## src/rtl/classic_sim_pkg.sv

```systemverilog
// Shared types and defaults for the NClassic simulated-keyboard helpers.
// Holds the key-event record, the player state encoding and the default field widths.
package classic_sim_pkg;

  localparam int KEY_W_DEF = 8;
  localparam int CNT_W_DEF = 16;

  // One scripted keystroke: which key, how long it is pressed, how long it is released.
  typedef struct packed {
    logic [KEY_W_DEF-1:0] keycode;
    logic [CNT_W_DEF-1:0] hold;
    logic [CNT_W_DEF-1:0] gap;
  } key_evt_t;

  typedef enum logic [1:0] {
    KP_IDLE,
    KP_PRESS,
    KP_RELEASE
  } kp_state_t;

endpackage

```

## src/rtl/key_evt_fifo.sv

```systemverilog
// Synchronous first-word-fall-through FIFO of key events.
// The head entry is always visible on head_o while the FIFO is non-empty.
module key_evt_fifo
  import classic_sim_pkg::*;
#(
  parameter type T     = key_evt_t,
  parameter int  DEPTH = 8
) (
  input  logic                   clk_in,
  input  logic                   rst_in,
  input  logic                   push_in,
  input  T                       push_data_in,
  input  logic                   pop_in,
  output T                       head_o,
  output logic                   full_o,
  output logic                   empty_o,
  output logic [$clog2(DEPTH):0] count_o
);

  localparam int AW = $clog2(DEPTH);

  T              mem [DEPTH];
  logic [AW-1:0] wr_ptr;
  logic [AW-1:0] rd_ptr;
  logic          do_push;
  logic          do_pop;

  // A push into a full FIFO still lands when the head leaves in the same cycle.
  assign do_pop  = pop_in && !empty_o;
  assign do_push = push_in && (!full_o || do_pop);
  assign full_o  = (count_o == (AW+1)'(DEPTH));
  assign empty_o = (count_o == '0);
  assign head_o  = mem[rd_ptr];

  always_ff @(posedge clk_in) begin
    if (do_push) begin
      mem[wr_ptr] <= push_data_in;
    end
  end

  always_ff @(posedge clk_in) begin
    if (rst_in) begin
      wr_ptr  <= '0;
      rd_ptr  <= '0;
      count_o <= '0;
    end else begin
      if (do_push) begin
        wr_ptr <= wr_ptr + 1'b1;
      end
      if (do_pop) begin
        rd_ptr <= rd_ptr + 1'b1;
      end
      case ({do_push, do_pop})
        2'b10:   count_o <= count_o + 1'b1;
        2'b01:   count_o <= count_o - 1'b1;
        default: count_o <= count_o;
      endcase
    end
  end

endmodule

```

## src/rtl/key_event_player.sv

```systemverilog
// Queued simulated-keyboard player: replays {keycode, hold, gap} entries as
// cycle-exact press/release pulses on the core's simkey inputs.
module key_event_player
  import classic_sim_pkg::*;
#(
  parameter int KEY_W    = KEY_W_DEF,
  parameter int CNT_W    = CNT_W_DEF,
  parameter int DEPTH    = 8,
  parameter bit WAIT_ACK = 1'b0
) (
  input  logic                   clk_in,
  input  logic                   rst_in,
  input  logic                   push_in,
  input  logic [KEY_W-1:0]       push_keycode_in,
  input  logic [CNT_W-1:0]       push_hold_in,
  input  logic [CNT_W-1:0]       push_gap_in,
  output logic                   full_o,
  output logic                   empty_o,
  output logic [$clog2(DEPTH):0] count_o,
  output logic                   overflow_o,
  input  logic                   key_ack_in,
  output logic [KEY_W-1:0]       keycode_o,
  output logic                   key_pending_o,
  output logic                   busy_o,
  output logic                   done_o
);

  typedef struct packed {
    logic [KEY_W-1:0] keycode;
    logic [CNT_W-1:0] hold;
    logic [CNT_W-1:0] gap;
  } evt_t;

  function automatic logic [CNT_W-1:0] at_least_one(input logic [CNT_W-1:0] v);
    return (v == '0) ? CNT_W'(1) : v;
  endfunction

  kp_state_t        state, state_n;
  logic [CNT_W-1:0] hcnt, hcnt_n;
  logic [CNT_W-1:0] gcnt, gcnt_n;
  logic             ack_seen, ack_seen_n, ack_now;
  logic [KEY_W-1:0] keycode_n;
  logic             pending_n;
  logic             start_key;
  logic             pop;
  evt_t             head;
  evt_t             push_evt;

  assign push_evt = {push_keycode_in, push_hold_in, push_gap_in};

  key_evt_fifo #(
    .T     (evt_t),
    .DEPTH (DEPTH)
  ) u_fifo (
    .clk_in       (clk_in),
    .rst_in       (rst_in),
    .push_in      (push_in),
    .push_data_in (push_evt),
    .pop_in       (pop),
    .head_o       (head),
    .full_o       (full_o),
    .empty_o      (empty_o),
    .count_o      (count_o)
  );

  assign busy_o  = (state != KP_IDLE);
  assign ack_now = ack_seen || key_ack_in;
  // The last gap cycle with nothing queued is where the script finishes.
  assign done_o  = (state == KP_RELEASE) && (gcnt == CNT_W'(1)) && empty_o;

  // A new key starts from IDLE, or straight out of the final gap cycle so no IDLE cycle appears.
  assign start_key = !empty_o &&
                     ((state == KP_IDLE) || ((state == KP_RELEASE) && (gcnt == CNT_W'(1))));

  always_comb begin
    state_n    = state;
    hcnt_n     = hcnt;
    gcnt_n     = gcnt;
    ack_seen_n = ack_seen;
    keycode_n  = keycode_o;
    pending_n  = key_pending_o;
    pop        = 1'b0;

    case (state)
      KP_IDLE: begin
      end
      KP_PRESS: begin
        ack_seen_n = ack_now;
        if ((hcnt == CNT_W'(1)) && (!WAIT_ACK || ack_now)) begin
          pending_n  = 1'b0;
          ack_seen_n = 1'b0;
          state_n    = KP_RELEASE;
        end else if (hcnt != CNT_W'(1)) begin
          hcnt_n = hcnt - 1'b1;
        end
      end
      KP_RELEASE: begin
        if (gcnt == CNT_W'(1)) begin
          state_n = KP_IDLE;
        end else begin
          gcnt_n = gcnt - 1'b1;
        end
      end
      default: state_n = KP_IDLE;
    endcase

    // The gap length is captured at pop; it sits untouched until RELEASE counts it down.
    if (start_key) begin
      pop        = 1'b1;
      keycode_n  = head.keycode;
      pending_n  = 1'b1;
      hcnt_n     = at_least_one(head.hold);
      gcnt_n     = at_least_one(head.gap);
      ack_seen_n = 1'b0;
      state_n    = KP_PRESS;
    end
  end

  always_ff @(posedge clk_in) begin
    if (rst_in) begin
      state         <= KP_IDLE;
      hcnt          <= '0;
      gcnt          <= '0;
      ack_seen      <= 1'b0;
      keycode_o     <= '0;
      key_pending_o <= 1'b0;
      overflow_o    <= 1'b0;
    end else begin
      state         <= state_n;
      hcnt          <= hcnt_n;
      gcnt          <= gcnt_n;
      ack_seen      <= ack_seen_n;
      keycode_o     <= keycode_n;
      key_pending_o <= pending_n;
      overflow_o    <= overflow_o || (push_in && full_o && !pop);
    end
  end

endmodule

```

## config.mk

```make
export PLATFORM = sky130hd
export DESIGN_NAME = key_event_player
export DESIGN_NICKNAME = d
export VERILOG_FILES = /design/src/rtl/classic_sim_pkg.sv /design/src/rtl/key_evt_fifo.sv /design/src/rtl/key_event_player.sv
export SDC_FILE = /design/constraint.sdc
export NUM_CORES = 1
export LEC_CHECK = 0
export BUFFER_PORTS_ARGS = -buffer_cell sky130_fd_sc_hd__buf_2
export CAP_MARGIN = 25
export CORE_MARGIN = 2
export CORE_UTILIZATION = 46
export CTS_BUF_LIST = sky130_fd_sc_hd__clkbuf_4
export CTS_CLUSTER_SIZE = 8
export DETAILED_ROUTE_END_ITERATION = 10
export GPL_TIMING_DRIVEN = 1
export PLACE_DENSITY = 0.71
export SLEW_MARGIN = 20
export SYNTH_ARGS = -nofsm -noshare
export SYNTH_HDL_FRONTEND = slang
export SYNTH_SLANG_ARGS = --single-unit
```

## constraint.sdc

```tcl
create_clock -name clk_in -period 10.6 [get_ports clk_in]
set_input_delay 0 -clock clk_in [delete_from_list [all_inputs] [get_ports clk_in]]
set_output_delay 0 -clock clk_in [all_outputs]
set_load 0.005 [all_outputs]
```

; Yosys cells after proc, flatten, opt, wreduce, memory -nomap -nowiden
; Memories as Yosys holds them, arrays and structs flattened. A register that Yosys moved wholly into a read port is not among the register bits.
; Cells that the tools add are included.
[totals]
ff_bits = 54
out_inout_bits = 18
in_bits = 44
ram_bits = 320
word_cells = 84
memories = 1
[mem_list]
columns = name, words, width, read_ports, rd_clocked_by_memory_dff, wr, line
row1 = u_fifo.mem, 8, 40, 1, 1, 1, key_evt_fifo.sv:22  ; T mem [DEPTH];
[classes]
bitwise_logic = 1
eq_ne = 15
n_mux = 22
add_sub_neg = 6
n_reduce_logical = 29
[op_table]
columns = op, n
row1 = two-way mux 16 bit, 9
row2 = equality test 16 x 1 -> 1 bit (second input constant), 2
row3 = zero test 16 bit, 2
row4 = subtractor 16 x 1 -> 16 bit (second input constant), 2
row5 = != test 16 x 1 -> 1 bit (second input constant), 1
row6 = nonzero test 2 bit, 6
row7 = AND reduction 3 bit, 3
row8 = != test 2 bit (second input constant), 4
row9 = one-hot mux 4 bit (2 select lines), 1
row10 = logical AND 1 bit, 7
row11 = two-way mux 1 bit, 7
row12 = adder 3 x 1 -> 3 bit (second input constant), 2
row13 = two-way mux 3 bit, 2
row14 = one-hot mux 2 bit (3 select lines), 1
row15 = adder 4 x 1 -> 4 bit (second input constant), 1
row16 = equality test 2 x 1 -> 1 bit (second input constant), 2
row17 = equality test 2 bit (second input constant), 2
row18 = equality test 4 bit (second input constant), 1
row19 = zero test 4 bit, 1
row20 = two-way mux 2 bit, 2
row21 = AND reduction 2 bit, 2
row22 = subtractor 4 x 1 -> 4 bit (second input constant), 1
row23 = zero test 1 bit, 3
row24 = logical OR 1 bit, 3
row25 = other kinds (6), 6

; Longest topological paths before layout
; Gate-level depths: netlist of the first run.
[depth]
depth_word = 10
mapped_depth = 13
ltp_nobuf = 12

; Cells and area by module
; Synthesis of the first run repeated with hierarchy kept, for this count alone.
[unflattened]
hier_cells = 847
area_unflattened_um2 = 15553.7
[modules_own_cells]
columns = module, area_per_inst_um2, n_inst, seq_area_each_um2, cells_per_inst
row1 = key_evt_fifo, 13053.8, 1, 9869.5, 548
row2 = key_event_player, 2499.9, 1, 880.8, 299

; Worst setup path after synthesis of the first run
; Ideal clock, no wire load.
[synth_path]
path_kind = register -> register
start = register gcnt[4]
end = memory u_fifo.mem[0][0] in the netlist's numbering, enable pin
setup_ns = 0.537
slack_ns = 4.297
n_path_buf = 0
required_time_ns = 10.063
period_less_slack_ns = 6.303
path_stages_with_launch = 7
arrival_ns = 5.766
cell_sequence = dfxtp_1 > or4_4 > nor3_2 > a21boi_2 > o21ai_0 > nand2_1 > nor4_1
[synth_via]
elab_chain_len = 10
[synth_rtl]
columns = element, line
row1 = "start, declared", key_event_player.sv:40  ; logic [CNT_W-1:0] gcnt, gcnt_n;
row2 = "start signal, assigned", key_event_player.sv:131  ; gcnt <= gcnt_n;
row3 = equality test 16 x 1 -> 1 bit, key_event_player.sv:73  ; ((state == KP_IDLE) || ((state == KP_RELEASE) && (gcnt == CNT_W'(1))));
row4 = logical AND 1 bit, key_event_player.sv:73
row5 = logical OR 1 bit, key_event_player.sv:73
row6 = logical AND 1 bit, key_event_player.sv:72  ; assign start_key = !empty_o &&
row7 = two-way mux 1 bit, key_event_player.sv:108  ; if (start_key) begin
row8 = logical AND 1 bit, key_evt_fifo.sv:29  ; assign do_pop = pop_in && !empty_o;
row9 = logical OR 1 bit, key_evt_fifo.sv:30  ; assign do_push = push_in && (!full_o || do_pop);
row10 = logical AND 1 bit, key_evt_fifo.sv:30
row11 = two-way mux 1 bit, key_evt_fifo.sv:36  ; if (do_push) begin
row12 = two-way mux 1 bit (implied by the code), key_evt_fifo.sv:37  ; mem[wr_ptr] <= push_data_in;
row13 = "end, declared", key_evt_fifo.sv:22
; No other way between the ends.

; Worst setup path after layout of the first run
[layout_path]
start = register gcnt[4]
end = memory u_fifo.mem[6][12] in the netlist's numbering, enable pin
; The elaborated chain is that of the path after synthesis.

==> insert_results.sql, run 1 <==
INSERT INTO impl_metrics (metric_group, metric, value, unit) VALUES
('global_route', 'remaining_overflow_grt', '0', ''),
('power', 'power_per_cell_area', '226.9', 'mW/mm²'),
('clocking', 'clk_latency', '0.71', 'ns'),
('timing', 'whs', '0.1017', 'ns'),
('route', 'detailedRoute.firstIterationViolations', '632', ''),
('clocking', 'clk_path_buf_depth', '3', ''),
('synthesis', 'ys_dominant_reg_cell', 'sky130_fd_sc_hd__edfxtp_1', ''),
('worst_setup_path', 'timing.critical_path.slowest_stage_cell', 'sky130_fd_sc_hd__nor2_4', ''),
('synthesis', 'ys_ff_latch', '377', ''),
('timing', 'achievable-frequency', '234.6', 'MHz'),
('power', 'peakVddDrop', '0.0001209', 'V'),
('timing', 'finalSetupViolations', '0', ''),
('clocking', 'cts_max_level', '3', ''),
('global_route', 'vias_in_the_first_global_route', '8560', ''),
('clocking', 'clkTransAtPathRegs', '0.06', 'ns'),
('clocking', 'clock_sink_count', '377', ''),
('worst_setup_path', 'critical_path_buf_inv_count', '1', ''),
('outcome', 'status', 'finished clean', ''),
('synthesis', 'synth_top_family_by_area', 'multiplexers', ''),
('hold_path', 'hold_class', 'input pin to flip-flop', ''),
('placed_design', 'gp_congestion', '0.8037', ''),
('clocking', 'clock_tree.root_cell', 'sky130_fd_sc_hd__clkbuf_4', ''),
('worst_setup_path', 'worst_path_largest_cell_delay', '0.73', 'ns'),
('cells_and_area', 'finish.cell_count_without_fillers', '1522', ''),
('route', 'wirelength', '30.54', 'mm'),
('job', 'max_cap_viol_count', '0', ''),
('global_route', 'grt_pass1_wl', '47.15', 'mm'),
('worst_setup_path', 'rrSetupSlack', '6.34', 'ns'),
('worst_setup_path', 'worst-path-max-fanout', '22', ''),
('worst_setup_path', 'cp_top_family', 'simple AND/OR/NAND/NOR gates', ''),
('timing', 'finalClockSkew', '0.04725', 'ns'),
('floorplan', 'dieArea', '0.03391', 'mm²'),
('synthesis', 'seq_area_frac_synth', '0.7201', ''),
('worst_setup_path', 'worst_ep_required_time', '10.92', 'ns'),
('cells_and_area', 'layout.nets', '1111', ''),
('timing', 'final_min_period', '4.262', 'ns'),
('worst_setup_path', 'critical_path_class', 'flip-flop to flip-flop', ''),
('placed_design', 'placed_insts', '1321', ''),
('synthesis', 'synth.cell_area', '0.01493', 'mm²'),
('synthesis', 'synth_edf_count', '320', ''),
('timing', 'hold_viol', '0', ''),
('synthesis', 'synth-simple-area-share', '0.06512', ''),
('global_route', 'antenna_found_initial', '1', ''),
('route', 'dr_total_vias', '8507', ''),
('synthesis', 'synth_async_sr_flop_share', '0', ''),
('cells_and_area', 'layout.core_utilization', '0.5462', ''),
('timing', 'timing.final.max_slew_violations', '0', ''),
('worst_setup_path', 'crit_path_start_kind', 'flip-flop', ''),
('floorplan', 'die_height', '184.2', 'µm'),
('global_route', 'grt_start_max_net_pins', '57', ''),
('route', 'antenna_left', '0', ''),
('route', 'dr.pass1.iters', '5', ''),
('synthesis', 'yosys.area_share.xor_xnor', '0.01701', ''),
('floorplan', 'floorplan.io_pins', '62', ''),
('floorplan', 'dieWidth', '184.2', 'µm'),
('timing', 'setup-tns-final', '0', 'ns'),
('worst_setup_path', 'critical_path_arrival', '4.59', 'ns'),
('global_route', 'globalRouteTotalUtil', '0.1838', ''),
('placed_design', 'post-dp-hpwl', '17.27', 'mm'),
('clocking', 'inserted_clock_buffers', '94', ''),
('placed_design', 'port-buffer-count', '60', ''),
('synthesis', 'yosys.area_share.adder', '0.005867', ''),
('route', 'detail_route.vias_per_cell', '5.589', ''),
('cells_and_area', 'syn2layout_area_growth', '16.05', '%'),
('timing', 'slew_headroom', '0.3627', ''),
('synthesis', 'synth_cells', '887', ''),
('route', 'remaining_drc_errors', '0', ''),
('worst_setup_path', 'timing.critical_path.cells', 'or4_4 -> nor3_2 -> a21boi_2 -> o21ai_0 -> nand3_1 -> nor2_4 -> buf_4', ''),
('timing', 'final_critical_path_setup_slack', '6.338', 'ns'),
('cells_and_area', 'post_route_cells_drive_above_1_share', '0.2654', ''),
('synthesis', 'synth_cell_types', '51', '');
-- Yosys cell counts (2+ instances only) --
master / instances / area (µm²)
sky130_fd_sc_hd__nor3_2: 2 / 20.02
sky130_fd_sc_hd__or3_1: 8 / 50.05
sky130_fd_sc_hd__nor2b_1: 4 / 25.02
sky130_fd_sc_hd__ha_1: 7 / 87.58
sky130_fd_sc_hd__buf_1: 4 / 15.01
sky130_fd_sc_hd__o21a_1: 2 / 15.01
sky130_fd_sc_hd__nor4b_1: 3 / 26.28
sky130_fd_sc_hd__buf_2: 18 / 90.09
sky130_fd_sc_hd__nand4_1: 3 / 18.77
sky130_fd_sc_hd__nor3_1: 22 / 110.1
sky130_fd_sc_hd__a311oi_1: 4 / 35.03
sky130_fd_sc_hd__a21o_1: 4 / 30.03
sky130_fd_sc_hd__nand3_1: 13 / 65.06
sky130_fd_sc_hd__or4_1: 4 / 30.03
sky130_fd_sc_hd__o22ai_1: 5 / 31.28
sky130_fd_sc_hd__a211oi_1: 33 / 247.7
sky130_fd_sc_hd__o211ai_1: 2 / 15.01
sky130_fd_sc_hd__or2_2: 2 / 12.51
sky130_fd_sc_hd__buf_4: 2 / 15.01
sky130_fd_sc_hd__mux2i_1: 68 / 680.7
sky130_fd_sc_hd__nand2b_1: 6 / 37.54
sky130_fd_sc_hd__nand4b_1: 2 / 17.52
sky130_fd_sc_hd__o21ai_0: 10 / 50.05
sky130_fd_sc_hd__o221ai_1: 23 / 201.4
sky130_fd_sc_hd__inv_1: 8 / 30.03
sky130_fd_sc_hd__nor4_1: 13 / 81.33
sky130_fd_sc_hd__xnor2_1: 12 / 105.1
sky130_fd_sc_hd__a21oi_1: 12 / 60.06
sky130_fd_sc_hd__edfxtp_1: 320 / 9609
sky130_fd_sc_hd__nor2_1: 58 / 217.7
sky130_fd_sc_hd__clkbuf_1: 21 / 78.83
sky130_fd_sc_hd__nand2_1: 48 / 180.2
sky130_fd_sc_hd__xor2_1: 17 / 148.9
sky130_fd_sc_hd__or4_4: 3 / 33.78
sky130_fd_sc_hd__dfxtp_1: 57 / 1141
sky130_fd_sc_hd__mux4_2: 52 / 1171
-- path summary, 6_finish.rpt --
kind,end,from,depth (start not counted)
max,u_fifo.mem[6][12],gcnt[4],7
min reg2reg,overflow_o,overflow_o,2
max reg2reg,u_fifo.mem[6][12],gcnt[4],7
min,u_fifo.mem[7][7],push_gap_in[7],2
-- flip-flops by register name, indices dropped and copies added, names as in the netlist, named ones only --
register        cells
keycode_o           8
u_fifo.rd_ptr       3
overflow_o          1
gcnt               16
hcnt               16
u_fifo.count_o      4
key_pending_o       1
state               2
u_fifo.mem        320
u_fifo.wr_ptr       3
-- metrics by stage --
stage	cell area, µm²	power [µW]
after floorplan	14930	2555
after global placement	15720	2770
after detailed placement	15740	2790
after CTS	17300	3958
after global routing	17330	4160
final	17330	3932
-- repair_timing --
| item | CTS | global route |
|---|---|---|
| hold endpoints to repair | 350 | 0 |
| setup buffers | 0 | 0 |
| hold buffers | 44 | 0 |
-- power by group --
group	internal (µW)	switching [µW]	total, µW	leakage (µW)
sequential	1730	111	1840	0.00338
clock	601	543	1140	0.000670
combinational	430	522	952	0.00176
-- placed cells by master, fill, tap and decap left out, drive strengths merged, types with 13 or more instances in the layout --
master	count
clkinv	19
nand2	48
nand3	13
dfxtp	57
mux2i	68
a211oi	34
nor4	13
nor3	24
xor2	17
clkbuf	134
mux4	52
buf	79
dlygate4sd3	44
edfxtp	320
o221ai	23
nor2	58
-- worst reg2reg max path, cell delays in order, from the launching register on --
cell	delay, ns
sky130_fd_sc_hd__dfxtp_1	0.34
sky130_fd_sc_hd__or4_4	0.57
sky130_fd_sc_hd__nor3_2	0.43
sky130_fd_sc_hd__a21boi_2	0.26
sky130_fd_sc_hd__o21ai_0	0.62
sky130_fd_sc_hd__nand3_1	0.44
sky130_fd_sc_hd__nor2_4	0.73
sky130_fd_sc_hd__buf_4	0.48
-- kinds of logic after synthesis --
group                    Yosys count
AND/OR/NAND/NOR                  196
XOR/XNOR                          29
flip-flops                       377
buffers and inverters             54
adder cells (fa/ha/maj)            7
multiplexers                     121
AO/OA/AOI/OAI                    103
-- final cells by class --
class | instances | area (µm²)
clock inverters | 21 | 121.4
multi-input cells | 456 | 3999
inverters | 8 | 30.03
repair buffers | 123 | 908.4
flip-flops and latches | 377 | 10760
diodes | 1 | 2.502
fillers | 2543 | 14390
clock buffers | 134 | 1006
well taps | 402 | 503.0
-- routing by layer --
layer / track usage / part of all wire / wire length, µm
met1: 0.2487 / 0.44 / 13440
met2: 0.2983 / 0.49 / 14930
met3: 0.03734 / 0.054 / 1654
met4: 0.06496 / 0.017 / 510
met5: 0 / 0 / 0
(Power assumes the default switching activity.)
==> inputs of run 2 (changes only) <==
PLACE_DENSITY = 0.74   (was 0.71)
clock period = 3.7 ns   (was 10.6 ns; I/O delays follow)
==> insert_results.sql, run 2 (synthesized netlist as in run 1, its figures left out) <==
INSERT INTO impl_metrics (metric_group, metric, value, unit) VALUES
('timing', 'finalSetupViolations', '0', ''),
('worst_setup_path', 'worst-path-max-fanout', '20', ''),
('clocking', 'clk_path_buf_depth', '3', ''),
('global_route', 'vias_in_the_first_global_route', '8660', ''),
('timing', 'setup-tns-final', '0', 'ns'),
('clocking', 'clock_sink_count', '377', ''),
('floorplan', 'initial_utilization', '0.4707', ''),
('hold_path', 'hold_class', 'input pin to flip-flop', ''),
('floorplan', 'dieWidth', '184.2', 'µm'),
('worst_setup_path', 'rrSetupSlack', '0.37', 'ns'),
('floorplan', 'placementRows', '65', ''),
('worst_setup_path', 'critical_path_arrival', '3.69', 'ns'),
('cells_and_area', 'largest_register_ffs', '320', ''),
('timing', 'final_min_period', '3.330', 'ns'),
('worst_setup_path', 'setup.worst_path.end_class', 'flip-flop', ''),
('cells_and_area', 'layout.nets', '1120', ''),
('placed_design', 'port-buffer-count', '60', ''),
('placed_design', 'gp_congestion', '0.7803', ''),
('clocking', 'clock_tree.root_cell', 'sky130_fd_sc_hd__clkbuf_4', ''),
('cells_and_area', 'final_cell_mix', '320 x sky130_fd_sc_hd__edfxtp_1, 132 x sky130_fd_sc_hd__clkbuf_4, 68 x sky130_fd_sc_hd__mux2i_1, 59 x sky130_fd_sc_hd__buf_2', ''),
('route', 'dr.pass1.iters', '5', ''),
('timing', 'finalClockSkew', '0.06882', 'ns'),
('worst_setup_path', 'worst_r2r_path_depth', '9', ''),
('timing', 'slew_headroom', '0.4699', ''),
('cells_and_area', 'final_cell_area', '0.01754', 'mm²'),
('worst_setup_path', 'timing.critical_path.slowest_stage_cell', 'sky130_fd_sc_hd__o21ai_1', ''),
('route', 'detailedRoute.firstIterationViolations', '697', ''),
('timing', 'grt_setup_unrepaired', 'no', ''),
('route', 'wire_per_inst', '19.95', 'µm'),
('hold_path', 'hold_path_startpoint', 'push_keycode_in[4]', ''),
('timing', 'achievable-frequency', '300.3', 'MHz'),
('power', 'power_per_cell_area', '649.9', 'mW/mm²'),
('clocking', 'cts_max_level', '3', ''),
('floorplan', 'die_height', '184.2', 'µm'),
('worst_setup_path', 'timing.critical_path.cells', 'inv_1 -> ha_1 -> nor4b_1 -> and3b_1 -> a21boi_2 -> o21ai_1 -> nand2_1 -> nor4_4 -> buf_4', ''),
('clocking', 'clkTransAtPathRegs', '0.07', 'ns'),
('cells_and_area', 'reg_top3', 'u_fifo.mem x320, gcnt x16, hcnt x16', ''),
('placed_design', 'post_dp_cell_area', '0.01597', 'mm²'),
('clocking', 'cts.repair_timing.setup_buffer_count', '0', ''),
('worst_setup_path', 'reg_to_reg_start', 'gcnt[1]', ''),
('worst_setup_path', 'critical_path_buf_inv_count', '2', ''),
('route', 'detail_route.vias_per_cell', '5.586', ''),
('worst_setup_path', 'worst_ep_required_time', '4.06', 'ns'),
('placed_design', 'dp_worst_setup_slack', '0.4201', 'ns'),
('worst_setup_path', 'crit_path_start_kind', 'flip-flop', ''),
('floorplan', 'dieArea', '0.03391', 'mm²'),
('timing', 'whs', '0.07177', 'ns'),
('worst_setup_path', 'critical_path_class', 'flip-flop to flip-flop', ''),
('worst_setup_path', 'cp_top_family', 'simple AND/OR/NAND/NOR gates', ''),
('global_route', 'grt_pass1_wl', '47.69', 'mm'),
('clocking', 'clk_latency', '0.76', 'ns'),
('route', 'wirelength', '30.70', 'mm'),
('hold_path', 'min_delay_worst_endpoint', 'u_fifo.mem[1][36]', ''),
('floorplan', 'floorplan.io_pins', '62', ''),
('cells_and_area', 'syn2layout_area_growth', '17.52', '%'),
('cells_and_area', 'layout.cells.most_common', 'sky130_fd_sc_hd__edfxtp_1', ''),
('placed_design', 'post-dp-hpwl', '18.00', 'mm'),
('route', 'antenna_left', '0', ''),
('floorplan', 'core', '0.03172', 'mm²'),
('global_route', 'remaining_overflow_grt', '0', ''),
('job', 'max_cap_viol_count', '0', ''),
('cells_and_area', 'filler_cell_count', '2480', ''),
('worst_setup_path', 'r2r-end', 'u_fifo.mem[0][25]', ''),
('power', 'peakVddDrop', '0.0003140', 'V'),
('route', 'remaining_drc_errors', '0', ''),
('cells_and_area', 'regMostFlops', 'u_fifo.mem', ''),
('clocking', 'tritoncts_clock_tree', 'yes', ''),
('power', 'static-leakage-power', '0.005898', 'µW'),
('worst_setup_path', 'critical_path.startpoint', 'gcnt[1]', ''),
('timing', 'hold_viol', '0', ''),
('route', 'dr_total_vias', '8597', ''),
('global_route', 'globalRouteTotalUtil', '0.1847', ''),
('timing', 'final_critical_path_setup_slack', '0.3695', 'ns'),
('cells_and_area', 'post_route_cells_drive_above_1_share', '0.2760', ''),
('timing', 'post-route-period-util', '0.9001', ''),
('worst_setup_path', 'worst_path_largest_cell_delay', '0.40', 'ns'),
('global_route', 'grt_start_max_net_pins', '59', ''),
('timing', 'slew_worst_pin', '0.7926', 'ns'),
('outcome', 'status', 'finished clean', ''),
('global_route', 'antenna_found_initial', '2', ''),
('timing', 'timing.final.max_slew_violations', '0', ''),
('clocking', 'inserted_clock_buffers', '90', ''),
('hold_path', 'worstHoldPathCells', '2', '');
[run 2: where the power goes]
group	internal, µW	switching [µW]
registers	4940	312
logic	1280	1530
clock network	1770	1560
total	7990	3410
[run 2: per-layer routing]
layer / part of all wire / wire [µm] / GRT usage
met1: 0.43 / 13240 / 0.2447
met2: 0.49 / 15150 / 0.2998
met3: 0.059 / 1814 / 0.04426
met4: 0.016 / 499 / 0.06688
met5: 0 / 0 / 0
[run 2: final cells by class]
| class | count | area, µm² | area share |
|---|---|---|---|
| Clock inverter | 25 | 155.1 | 0.008843 |
| Timing Repair Buffer | 136 | 1066 | 0.06076 |
| Clock buffer | 132 | 991.0 | 0.05648 |
| Tap cell | 402 | 503.0 | 0.02867 |
| Inverter | 8 | 30.03 | 0.001712 |
| Multi-Input combinational cell | 456 | 4036 | 0.2301 |
| Antenna cell | 3 | 7.507 | 0.0004279 |
| Sequential cell | 377 | 10760 | 0.6130 |
[run 2: per-stage QoR]
step	utilization	std cells	power, µW
after floorplan	-	887	7332
final	0.5531	1539	11400
after global routing	0.5531	1538	12020
after global placement	0.5034	1337	8050
after detailed placement	0.5034	1337	8119
after CTS	0.5528	1536	11500
[run 2: worst max path at each step]
stage,end,slack [ns],cells after the start
2_1_floorplan,u_fifo.mem[5][0],-0.29,7
3_3_place_gp,u_fifo.count_o[2],0.54,10
3_5_place_dp,u_fifo.mem[0][25],0.42,9
4_1_cts,u_fifo.mem[0][25],0.34,9
5_1_grt,u_fifo.mem[0][25],0.006,9
6_report,u_fifo.mem[0][25],0.37,9
[run 2: repair_timing]
item	4_1_cts	5_1_grt
hold endpoints to repair	336	0
hold buffers	42	0
resized for setup	0	0
endpoints found under the setup margin	0	0
